<file path="src/rtl/seq_mult_pkg.sv">
// Shared types and sizing helpers for the iterative shift-add multiplier.
package seq_mult_pkg;

  typedef enum logic [1:0] {
    IDLE = 2'd0,
    RUN  = 2'd1,
    DONE = 2'd2
  } state_t;

  // Iteration counter width: must hold values 0..WIDTH.
  function automatic int cnt_width(input int width);
    return $clog2(width + 1);
  endfunction

endpackage

</file>
<file path="src/rtl/seq_mult_dp.sv">
// Shift-add datapath: operand magnitudes, accumulator and final sign fix-up.
module seq_mult_dp #(
  parameter int WIDTH = 8
) (
  input  logic                 clk,
  input  logic                 rst_n,
  input  logic                 load,
  input  logic                 step,
  input  logic                 finish,
  input  logic                 signed_en,
  input  logic [WIDTH-1:0]     a,
  input  logic [WIDTH-1:0]     b,
  output logic [2*WIDTH-1:0]   p
);

  logic [2*WIDTH-1:0] mcand;
  logic [2*WIDTH-1:0] acc;
  logic [2*WIDTH-1:0] acc_next;
  logic [WIDTH-1:0]   mplier;
  logic [WIDTH-1:0]   a_mag;
  logic [WIDTH-1:0]   b_mag;
  logic               neg;

  // Magnitudes of the operands; -2^(WIDTH-1) maps to 2^(WIDTH-1), which still fits.
  always_comb begin
    a_mag = (signed_en && a[WIDTH-1]) ? -a : a;
    b_mag = (signed_en && b[WIDTH-1]) ? -b : b;
  end

  // One partial product per step; the multiplicand is pre-shifted so no barrel shifter is needed.
  always_comb begin
    acc_next = mplier[0] ? (acc + mcand) : acc;
  end

  // Operand capture, iteration, and the result load with conditional negate.
  always_ff @(posedge clk or negedge rst_n) begin
    if (!rst_n) begin
      mcand  <= '0;
      mplier <= '0;
      acc    <= '0;
      neg    <= 1'b0;
      p      <= '0;
    end else if (load) begin
      mcand  <= {{WIDTH{1'b0}}, a_mag};
      mplier <= b_mag;
      acc    <= '0;
      neg    <= signed_en & (a[WIDTH-1] ^ b[WIDTH-1]);
    end else if (step) begin
      acc    <= acc_next;
      mcand  <= mcand << 1;
      mplier <= mplier >> 1;
      if (finish) begin
        p <= neg ? -acc_next : acc_next;
      end
    end
  end

endmodule

</file>
<file path="src/rtl/seq_mult.sv">
// Iterative WIDTH x WIDTH multiplier with start/done handshake, signed or unsigned.
module seq_mult #(
  parameter int WIDTH = 8
) (
  input  logic                 clk,
  input  logic                 rst_n,
  input  logic                 start_valid,
  output logic                 start_ready,
  input  logic [WIDTH-1:0]     a,
  input  logic [WIDTH-1:0]     b,
  input  logic                 signed_en,
  output logic [2*WIDTH-1:0]   p,
  output logic                 done,
  output logic                 busy
);

  import seq_mult_pkg::*;

  localparam int CW = cnt_width(WIDTH);

  state_t        state;
  logic [CW-1:0] cnt;
  logic          accept;
  logic          in_run;
  logic          last;

  assign start_ready = (state == IDLE) || (state == DONE);
  assign accept      = start_valid && start_ready;
  assign in_run      = (state == RUN);
  assign last        = in_run && (cnt == CW'(WIDTH - 1));

  seq_mult_dp #(.WIDTH(WIDTH)) u_dp (
    .clk       (clk),
    .rst_n     (rst_n),
    .load      (accept),
    .step      (in_run),
    .finish    (last),
    .signed_en (signed_en),
    .a         (a),
    .b         (b),
    .p         (p)
  );

  // Control FSM with iteration counter; done and busy are registered.
  always_ff @(posedge clk or negedge rst_n) begin
    if (!rst_n) begin
      state <= IDLE;
      cnt   <= '0;
      done  <= 1'b0;
      busy  <= 1'b0;
    end else begin
      case (state)
        RUN: begin
          cnt <= cnt + 1'b1;
          if (last) begin
            state <= DONE;
            done  <= 1'b1;
            busy  <= 1'b0;
          end
        end
        default: begin
          done <= 1'b0;
          if (accept) begin
            state <= RUN;
            cnt   <= '0;
            busy  <= 1'b1;
          end else begin
            state <= IDLE;
          end
        end
      endcase
    end
  end

endmodule

</file>
<file path="config.mk">
export PLATFORM = sky130hd
export DESIGN_NAME = seq_mult
export DESIGN_NICKNAME = d
export VERILOG_FILES = /design/src/rtl/seq_mult_pkg.sv /design/src/rtl/seq_mult_dp.sv /design/src/rtl/seq_mult.sv
export SDC_FILE = /design/constraint.sdc
export NUM_CORES = 1
export LEC_CHECK = 0
export BUFFER_PORTS_ARGS = -buffer_cell sky130_fd_sc_hd__clkbuf_2
export CAP_MARGIN = 20
export CORE_MARGIN = 1.5
export CORE_UTILIZATION = 35
export CTS_BUF_LIST = sky130_fd_sc_hd__clkbuf_16
export DETAILED_ROUTE_END_ITERATION = 8
export PLACE_DENSITY_LB_ADDON = 0.05
export SYNTH_ARGS = -nofsm -noshare
export SYNTH_HDL_FRONTEND = slang
export SYNTH_SLANG_ARGS = --single-unit
</file>
<file path="constraint.sdc">
create_clock -name clk -period 6.3 [get_ports clk]
set_input_delay 0.945 -clock clk [delete_from_list [all_inputs] [get_ports clk]]
set_output_delay 0.945 -clock clk [all_outputs]
set_load 0.005 [all_outputs]
</file>
==> impl_metrics.yaml, run 1 <==
synth:
  yosysTopAreaCellShare: 0.394
  synth_largest_area_cell: "sky130_fd_sc_hd__dfrtp_1"
  yosys-top-cells-count: "64 x sky130_fd_sc_hd__dfrtp_1, 62 x sky130_fd_sc_hd__nand2_1, 43 x sky130_fd_sc_hd__o21ai_0"
  post-synth-top-count-cell: "sky130_fd_sc_hd__dfrtp_1"
  post_synth.cell_area_avg_um2: 9.14
  synth_enable_flop_cells: 0
  synthesized_cell_area_um2: 4070
  synthDistinctLibCells: 66
  synth-seq-area-share: 0.394
  yosys_register_bits: 64
  synthCells: 445
  synth_area_leaders: "sky130_fd_sc_hd__dfrtp_1 39%, sky130_fd_sc_hd__ha_1 5.8%, sky130_fd_sc_hd__nand2_1 5.7%"
  syn_nets: 485
  yosys_warnings: 0
  ys.flop_type: "sky130_fd_sc_hd__dfrtp_1"
  async_sr_flop_fraction: 1.00
timing:
  post-route-min-period_ps: 3320
  final.hold.worst_slack_ps: 474
  layout_setup_ws_ps: 2980
  tightestPinTransition_ps: 898
  fmax_ghz: 0.301
  post-route-period-util: 0.526
  finalMaxSlewViolations: 0
  tns_ps: 0
  setup_violations: 0
  slew_headroom: 0.401
  rsz_0062_raised_after_global_routing: "no"
  hold_viol: 0
  final.setup_skew_ps: 9.33
global_routing:
  wire_length_of_the_first_global_routing_pass_um: 16700
  grt.total_usage: 0.171
  number_of_antenna_violations_at_the_first_check_in_global_routing: 0
  gr-total-overflow: 0
  first_global_vias: 3209
  grt_max_degree: 65
cts:
  cts_root_buffer: "sky130_fd_sc_hd__clkbuf_16"
  cts_hold_buf: 0
  clk_pin_slew_worst_paths_ps: 60
  cts_made_buffers: 9
  clk_latency_ps: 340
  htree_levels: 3
  clock_path_buffers: 2
  tritoncts: "done"
  postCtsSetupRepairBufs: 0
  cts.sink_count: 64
  post_cts.resized_instances: 0
drt:
  wire_per_inst_um: 15.8
  highest-signal-layer: "met4"
  residual_drc_count: 0
  detail_route.iter0.violations: 168
  detail_route_met3_wl_um: 473
  drt-total-wl_um: 9880
  drt-vias-per-instance: 5.38
  drt.antenna.violating_nets: 0
  dr_wl_met2_um: 4240
  routed-via-count: 3359
  met1_wire_length_um: 5060
  dr.pass1.iters: 4
placed_design:
  port_buffers: 38
  global_placer_s_final_weighted_congestion: 0.814
  place_ws_ps: 3010
  post-place-cells: 608
  dp_hpwl_um: 6790
outcome:
  outcome: "finished, final reports clean"
power:
  power_per_cell_area_nw_per_um2: 582
  vdd.ir_drop.worst_v: 0.000232
  leakage_component_of_the_power_nw: 2.10
layout:
  final_core_utilization: 0.410
  nets: 516
  layout-area-overhead-vs-synth_pct: 14.6
  antenna_cells_inserted: 0
  final_cell_count_no_fill: 624
  final_layout_size_suffix_gt1_frac: 0.164
setup_path:
  critPathLaunchType: "flop"
  timing.setup.critical_path_class: "reg -> reg"
  setup.worst_path.end_class: "flop"
  cp_data_arrival_time_ps: 3540
  crit_required_ps: 6520
  crit_path_max_fanout: 4
floorplan:
  die_area_um2: 12300
  initial_utilization: 0.358
  die_x_um: 111
  floorplan.die.height_um: 111
  coreArea_um2: 11400
  boundaryPins: 39
  rows: 39
run:
  drv_cap: 0
hold_path:
  class_of_the_most_critical_hold_timing_path: "reg -> reg"
-- state kept, by name, summed over array words and instances, names as in the netlist, 4 cells and up --
signal       count
u_dp.mplier      8
cnt              4
u_dp.mcand      16
u_dp.p          16
u_dp.acc        16
-- routing by layer --
layer,global-route usage,vias to the layer above
li1,-,1701
met4,0.0530,0
met3,0.0519,8
met5,0,-
met2,0.249,76
met1,0.244,1574
-- worst paths after layout --
kind / end / startpoint / slack (ps) / cells after the start
min in group asynchronous: u_dp.p[2] / rst_n / 800 / 2
setup / recovery: u_dp.p[15] / u_dp.acc[0] / 2980 / 11
setup reg to reg: u_dp.p[15] / u_dp.acc[0] / 2980 / 11
hold reg to reg: u_dp.p[3] / u_dp.p[3] / 470 / 2
hold / removal: u_dp.p[3] / u_dp.p[3] / 470 / 2
max in group asynchronous: u_dp.mplier[3] / rst_n / 4930 / 2
-- metrics by stage --
| stage | instance area, um^2 | power, mW |
|---|---|---|
| floorplan | 4070 | 1.87 |
| global placement | 4380 | 2.23 |
| detailed placement | 4380 | 2.25 |
| CTS | 4660 | 2.75 |
| global route | 4660 | 2.97 |
| finish | 4660 | 2.71 |
-- cell families after synthesis --
group	after synthesis	synth area share
multiplexers	7	0.0175
adder cells (fa/ha/maj)	20	0.0634
XOR/XNOR	30	0.0646
flip-flops	64	0.394
AND/OR/NAND/NOR	147	0.181
buffers and inverters	37	0.0378
AO/OA/AOI/OAI	140	0.242
-- cell usage in the layout (no fill, tap or decap), types with 11 or more instances in the layout --
cell type,count
sky130_fd_sc_hd__a22o_1,13
sky130_fd_sc_hd__ha_1,19
sky130_fd_sc_hd__nand3_1,11
sky130_fd_sc_hd__dfrtp_1,64
sky130_fd_sc_hd__a21oi_1,19
sky130_fd_sc_hd__nand2_1,62
sky130_fd_sc_hd__xnor2_1,20
sky130_fd_sc_hd__inv_1,15
sky130_fd_sc_hd__o21ai_0,43
sky130_fd_sc_hd__clkbuf_2,37
sky130_fd_sc_hd__nor2_1,23
-- area by class of cell --
class	count	area [um^2]
clock buffer	9	225
inverter	13	48.8
tap	143	179
timing repair buffer	44	235
fill	1173	6710
multi-input combinational	344	2320
clock inverter	7	56.3
sequential	64	1600
-- where the power goes --
part,internal (mW),switching (mW),leakage (nW)
registers,0.594,0.144,0.810
clock network,0.299,0.179,0.153
logic,0.613,0.883,1.14
-- worst max-delay path, stage by stage, from the launching register on --
cell,delay [ps]
sky130_fd_sc_hd__dfrtp_1,390
sky130_fd_sc_hd__ha_1,250
sky130_fd_sc_hd__fa_1,410
sky130_fd_sc_hd__a21o_1,230
sky130_fd_sc_hd__a221oi_2,370
sky130_fd_sc_hd__o22ai_1,210
sky130_fd_sc_hd__a211oi_1,210
sky130_fd_sc_hd__a21oi_1,120
sky130_fd_sc_hd__or4_4,590
sky130_fd_sc_hd__o31ai_4,190
sky130_fd_sc_hd__xnor2_1,140
sky130_fd_sc_hd__o21ai_1,70
(Power assumes the default switching activity.)
==> inputs of run 2 (changes only) <==
==> constraint.sdc (replaced) <==
create_clock -name clk -period 3.3 [get_ports clk]
set_input_delay 0.495 -clock clk [delete_from_list [all_inputs] [get_ports clk]]
set_output_delay 0.495 -clock clk [all_outputs]
set_load 0.005 [all_outputs]
==> run 2 against run 1 <==
  * Critical path depth did not move
  * Hold slack got worse by 320 ps
  * Clock skew fell by 2.8 ps
  * Global-route usage rose by 0.35 points
  * Sequential power rose by 96%
  * Final cell count rose by 2.1%
  * Routed wire length rose by 3.3%
  * Core utilization rose by 1.6 points
  * Setup slack got worse by 2800 ps
  * Via count rose by 2.6%
  * Flip-flop and latch count did not move
  * Highest routed layer unchanged
==> impl_metrics.yaml, run 2 (synthesis results as in run 1) <==
outcome:
  outcome: "finished, final reports clean"
cts:
  tritoncts: "done"
  cts_made_buffers: 9
  cts.sink_count: 64
  clk_pin_slew_worst_paths_ps: 60
  cts_hold_buf: 0
  clk_latency_ps: 330
  htree_levels: 3
  clock_path_buffers: 2
  cts_root_buffer: "sky130_fd_sc_hd__clkbuf_16"
layout:
  multi_input_comb_area_um2: 2370
  antenna_cells_inserted: 0
  final_layout_size_suffix_gt1_frac: 0.202
  nets: 530
  regs_by_ff_count: "u_dp.acc x16, u_dp.mcand x16, u_dp.p x16"
  final.fill_count: 1161
  mostFrequentLayoutCell: "sky130_fd_sc_hd__dfrtp_1"
  sequential_cell_area_um2: 1600
  postLayoutCellArea_um2: 4840
  mostFrequentLayoutCells: "64 x sky130_fd_sc_hd__dfrtp_1, 61 x sky130_fd_sc_hd__nand2_1, 43 x sky130_fd_sc_hd__o21ai_0"
  layout-area-overhead-vs-synth_pct: 19.0
drt:
  wire_per_inst_um: 16.0
  drt.antenna.violating_nets: 0
  drt-total-wl_um: 10200
  residual_drc_count: 0
  detail_route.iter0.violations: 115
  drt-vias-per-instance: 5.41
  dr.pass1.iters: 4
  routed-via-count: 3446
placed_design:
  port_buffers: 38
  place_area_um2: 4490
  global_placer_s_final_weighted_congestion: 0.802
  dp_hpwl_um: 7450
timing:
  fmax_ghz: 0.319
  hold_viol: 0
  post-route-min-period_ps: 3140
  setup_violations: 0
  final.hold.worst_slack_ps: 152
  post-route-period-util: 0.950
  finalMaxSlewViolations: 0
  slew_headroom: 0.389
  tns_ps: 0
  final.setup_skew_ps: 6.53
  rsz_0062_raised_after_global_routing: "no"
  tightestPinTransition_ps: 916
setup_path:
  critPathTopFamily: "compound AO/OA/AOI/OAI gates"
  r2r_slack_ps: 160
  crit_required_ps: 3510
  timing.rr.end: "u_dp.p[15]"
  worst_reg2reg_startpoint: "u_dp.acc[0]"
  timing.critical_path.cells: "ha_2 -> fa_2 -> a21o_4 -> a221o_1 -> a21oi_2 -> o311a_4 -> nand4_1 -> or4_4 -> o31ai_4 -> xnor2_1 -> o21ai_1"
  timing.critical_path.buf_inv: 0
  setup.worst_path.end_class: "flop"
  cp_max_stage_cell: "sky130_fd_sc_hd__or4_4"
  critical_path.max_stage_delay_ps: 480
  cp_data_arrival_time_ps: 3340
  rr_worst_depth: 11
  crit_path_max_fanout: 4
  timing.setup.critical_path_class: "reg -> reg"
  critPathLaunchType: "flop"
floorplan:
  rows: 39
  initial_utilization: 0.358
  die_x_um: 111
  coreArea_um2: 11400
  floorplan.die.height_um: 111
  die_area_um2: 12300
  boundaryPins: 39
global_routing:
  grt_max_degree: 32
  number_of_antenna_violations_at_the_first_check_in_global_routing: 0
  first_global_vias: 3389
  wire_length_of_the_first_global_routing_pass_um: 17400
  grt_use_met1: 0.247
  grt.total_usage: 0.175
  grt_busiest_layer: "met2"
  gr-total-overflow: 0
  globalRouteMet3Util: 0.0284
  grt.met2_usage: 0.270
power:
  power_per_cell_area_nw_per_um2: 1140
  leakage_component_of_the_power_nw: 2.17
  vdd.ir_drop.worst_v: 0.000337
hold_path:
  class_of_the_most_critical_hold_timing_path: "in -> async"
run:
  drv_cap: 0
==> run 2: through the flow <==
| stage | power (mW) | cells | setup WS [ps] | util |
|---|---|---|---|---|
| global placement | 4.40 | 618 | 95.8 | 0.392 |
| detailed placement | 4.47 | 620 | 71.2 | 0.395 |
| global route | 6.00 | 637 | 3.35 | 0.426 |
| finish | 5.50 | 637 | 164 | 0.426 |
| CTS | 5.41 | 635 | 57.0 | 0.419 |
| floorplan | 3.58 | 445 | 246 | - |
==> run 2: cell type report <==
type,count,share of cell area
inverter,13,0.0101
multi-input combinational,344,0.490
tap,143,0.0370
timing repair buffer,58,0.0744
clock inverter,6,0.0109
sequential,64,0.331
clock buffer,9,0.0465
==> run 2: how the worst max path moves through the flow <==
stage                 from    endpoint  depth (start not counted)
6_report       u_dp.acc[0]  u_dp.p[15]                         11
3_3_place_gp   u_dp.acc[0]  u_dp.p[15]                         11
4_1_cts        u_dp.acc[0]  u_dp.p[15]                         11
5_1_grt        u_dp.acc[4]  u_dp.p[15]                         10
3_5_place_dp   u_dp.acc[0]  u_dp.p[15]                         11
2_1_floorplan  u_dp.acc[0]  u_dp.p[15]                         11
==> run 2: timing repair <==
action,CTS,global route
buffers inserted,0,2
resized for setup,0,10
endpoints found under the setup margin,0,3
==> run 2: metal layers <==
| layer | part of all wire | vias to the layer above |
|---|---|---|
| met5 | 0 | - |
| met4 | 0.011 | 0 |
| met3 | 0.037 | 10 |
| met2 | 0.44 | 69 |
| met1 | 0.51 | 1643 |
| li1 | - | 1724 |
==> run 2: power breakdown <==
group          internal (mW)  switching, mW
registers               1.13          0.312
clock network          0.570          0.333
logic                   1.37           1.78
total                   3.07           2.43
==> inputs of run 3 (changes only) <==
--- a/config.mk
+++ b/config.mk
@@ -7,7 +7,7 @@
 export LEC_CHECK = 0
 export BUFFER_PORTS_ARGS = -buffer_cell sky130_fd_sc_hd__clkbuf_2
 export CAP_MARGIN = 20
-export CORE_MARGIN = 1.5
+export CORE_MARGIN = 2
 export CORE_UTILIZATION = 35
 export CTS_BUF_LIST = sky130_fd_sc_hd__clkbuf_16
 export DETAILED_ROUTE_END_ITERATION = 8
==> run 3 against run 2 <==
  * Die area grew 1.8%
  * Largest cell class unchanged
  * Clock power grew 5.0%
  * Highest routed layer unchanged
  * Total power shrank 1.8%
  * Sequential power is essentially flat
==> impl_metrics.yaml, run 3 (synthesis results as in run 1) <==
floorplan:
  die_area_um2: 12500
  coreArea_um2: 11400
  boundaryPins: 39
  die_x_um: 112
  floorplan.die.height_um: 112
  rows: 39
  initial_utilization: 0.358
timing:
  final.hold.worst_slack_ps: 167
  finalMaxSlewViolations: 0
  setup_violations: 0
  post-route-period-util: 0.953
  rsz_0062_raised_after_global_routing: "yes"
  hold_viol: 0
  slew_headroom: 0.355
  final.setup_skew_ps: 7.58
  layout_setup_ws_ps: 154
  fmax_ghz: 0.318
  post-route-min-period_ps: 3150
  tightestPinTransition_ps: 968
drt:
  routed-via-count: 3380
  residual_drc_count: 0
  detail_route.iter0.violations: 216
  wire_per_inst_um: 15.6
  drt.antenna.violating_nets: 0
  drt-total-wl_um: 9910
  drt-vias-per-instance: 5.31
  dr.pass1.iters: 4
layout:
  mostFrequentLayoutCells: "64 x sky130_fd_sc_hd__dfrtp_1, 62 x sky130_fd_sc_hd__nand2_1, 43 x sky130_fd_sc_hd__o21ai_0"
  nets: 528
  final_layout_size_suffix_gt1_frac: 0.193
  mostFrequentLayoutCell: "sky130_fd_sc_hd__dfrtp_1"
  regs_by_ff_count: "u_dp.acc x16, u_dp.mcand x16, u_dp.p x16"
  layout-area-overhead-vs-synth_pct: 17.9
  antenna_cells_inserted: 0
global_routing:
  grt.total_usage: 0.168
  wire_length_of_the_first_global_routing_pass_um: 17000
  grt_max_degree: 65
  first_global_vias: 3276
  gr-total-overflow: 0
  number_of_antenna_violations_at_the_first_check_in_global_routing: 0
setup_path:
  cp_data_arrival_time_ps: 3360
  worst_setup_path_endpoint: "u_dp.p[15]"
  timing_startpoint_of_the_critical_path: "u_dp.mcand[0]"
  timing.rr.end: "u_dp.p[15]"
  setup.worst_path.end_class: "flop"
  timing.setup.critical_path_class: "reg -> reg"
  crit_path_max_fanout: 4
  worst_reg2reg_startpoint: "u_dp.mcand[0]"
  r2r_slack_ps: 150
  crit_required_ps: 3510
  critPathLaunchType: "flop"
  rr_worst_depth: 11
power:
  p_int_mw: 3.02
  switching_part_of_the_total: 0.440
  fin_total_pwr_mw: 5.40
  power.share.sequential: 0.266
  power_per_cell_area_nw_per_um2: 1130
  leakage_component_of_the_power_nw: 2.15
  power_frac_comb: 0.558
  power_switching_mw: 2.37
  clock_power_share: 0.176
  vdd.ir_drop.worst_v: 0.000310
hold_path:
  class_of_the_most_critical_hold_timing_path: "in -> async"
cts:
  clock_path_buffers: 2
  clk_latency_ps: 330
  cts_root_buffer: "sky130_fd_sc_hd__clkbuf_16"
  clk_pin_slew_worst_paths_ps: 60
  tritoncts: "done"
  cts.sink_count: 64
  cts_made_buffers: 9
  htree_levels: 3
outcome:
  outcome: "finished, final reports clean"
placed_design:
  port_buffers: 38
  dp_hpwl_um: 7120
  place_ws_ps: 58.3
  global_placer_s_final_weighted_congestion: 0.800
run:
  drv_cap: 0
run 3: final cells by class:
type / count / area (um^2)
multi-input cells: 344 / 2330
inverters: 13 / 48.8
flip-flops and latches: 64 / 1600
clock inverters: 7 / 72.6
well taps: 143 / 179
clock buffers: 9 / 225
repair buffers: 56 / 338
fillers: 1141 / 6580
run 3: worst min path at each step:
stage	cells past startpoint	slack, ps	to	startpoint
after floorplan	0	200	busy	rst_n
after global placement	2	460	u_dp.p[6]	u_dp.p[6]
after detailed placement	2	470	u_dp.p[8]	u_dp.p[8]
after CTS	2	190	u_dp.p[2]	rst_n
after global routing	2	210	u_dp.p[2]	rst_n
final	2	170	u_dp.p[2]	rst_n
run 3: per-stage QoR:
stage / TNS (ps) / area (um^2) / cells / util
2_1_floorplan: 0 / 4070 / 445 / -
3_3_place_gp: 0 / 4450 / 616 / 0.392
3_5_place_dp: 0 / 4450 / 616 / 0.392
4_1_cts: 0 / 4750 / 632 / 0.418
5_1_grt: -4.24 / 4790 / 636 / 0.422
6_report: 0 / 4790 / 636 / 0.422
run 3: worst max-delay path, cell delays in order, from the launching register on:
cell                      delay [ps]
sky130_fd_sc_hd__dfrtp_1         420
sky130_fd_sc_hd__ha_2            220
sky130_fd_sc_hd__fa_1            390
sky130_fd_sc_hd__a21o_1          230
sky130_fd_sc_hd__a221o_1         380
sky130_fd_sc_hd__a21oi_1         160
sky130_fd_sc_hd__o311a_2         220
sky130_fd_sc_hd__nand4_1         140
sky130_fd_sc_hd__or4_4           470
sky130_fd_sc_hd__o31ai_4         180
sky130_fd_sc_hd__xnor2_1         140
sky130_fd_sc_hd__o21ai_1          70
run 3: timing repair:
action / in CTS / in global routing
resized for setup: 0 / 2
setup endpoints to repair: 0 / 3
hold buffers: 0 / 0
setup buffers: 0 / 4
endpoints found under the hold margin: 0 / 0
run 3: power by group through the flow:
stage | combinational [mW] | clock (mW) | sequential, mW
finish | 3.01 | 0.948 | 1.44
global route | 3.41 | 1.02 | 1.49
CTS | 2.97 | 0.973 | 1.44
detailed placement | 2.96 | 0 | 1.45
global placement | 2.93 | 0 | 1.45
floorplan | 2.23 | 0 | 1.34
run 3: routing by layer:
layer	track usage	up-vias	share of wire	routed length, um
met3	0.0386	11	0.039	385
met4	0.0444	0	0.012	115
met5	0	-	0	0
met2	0.252	73	0.43	4230
li1	-	1725	-	-
met1	0.245	1571	0.52	5180
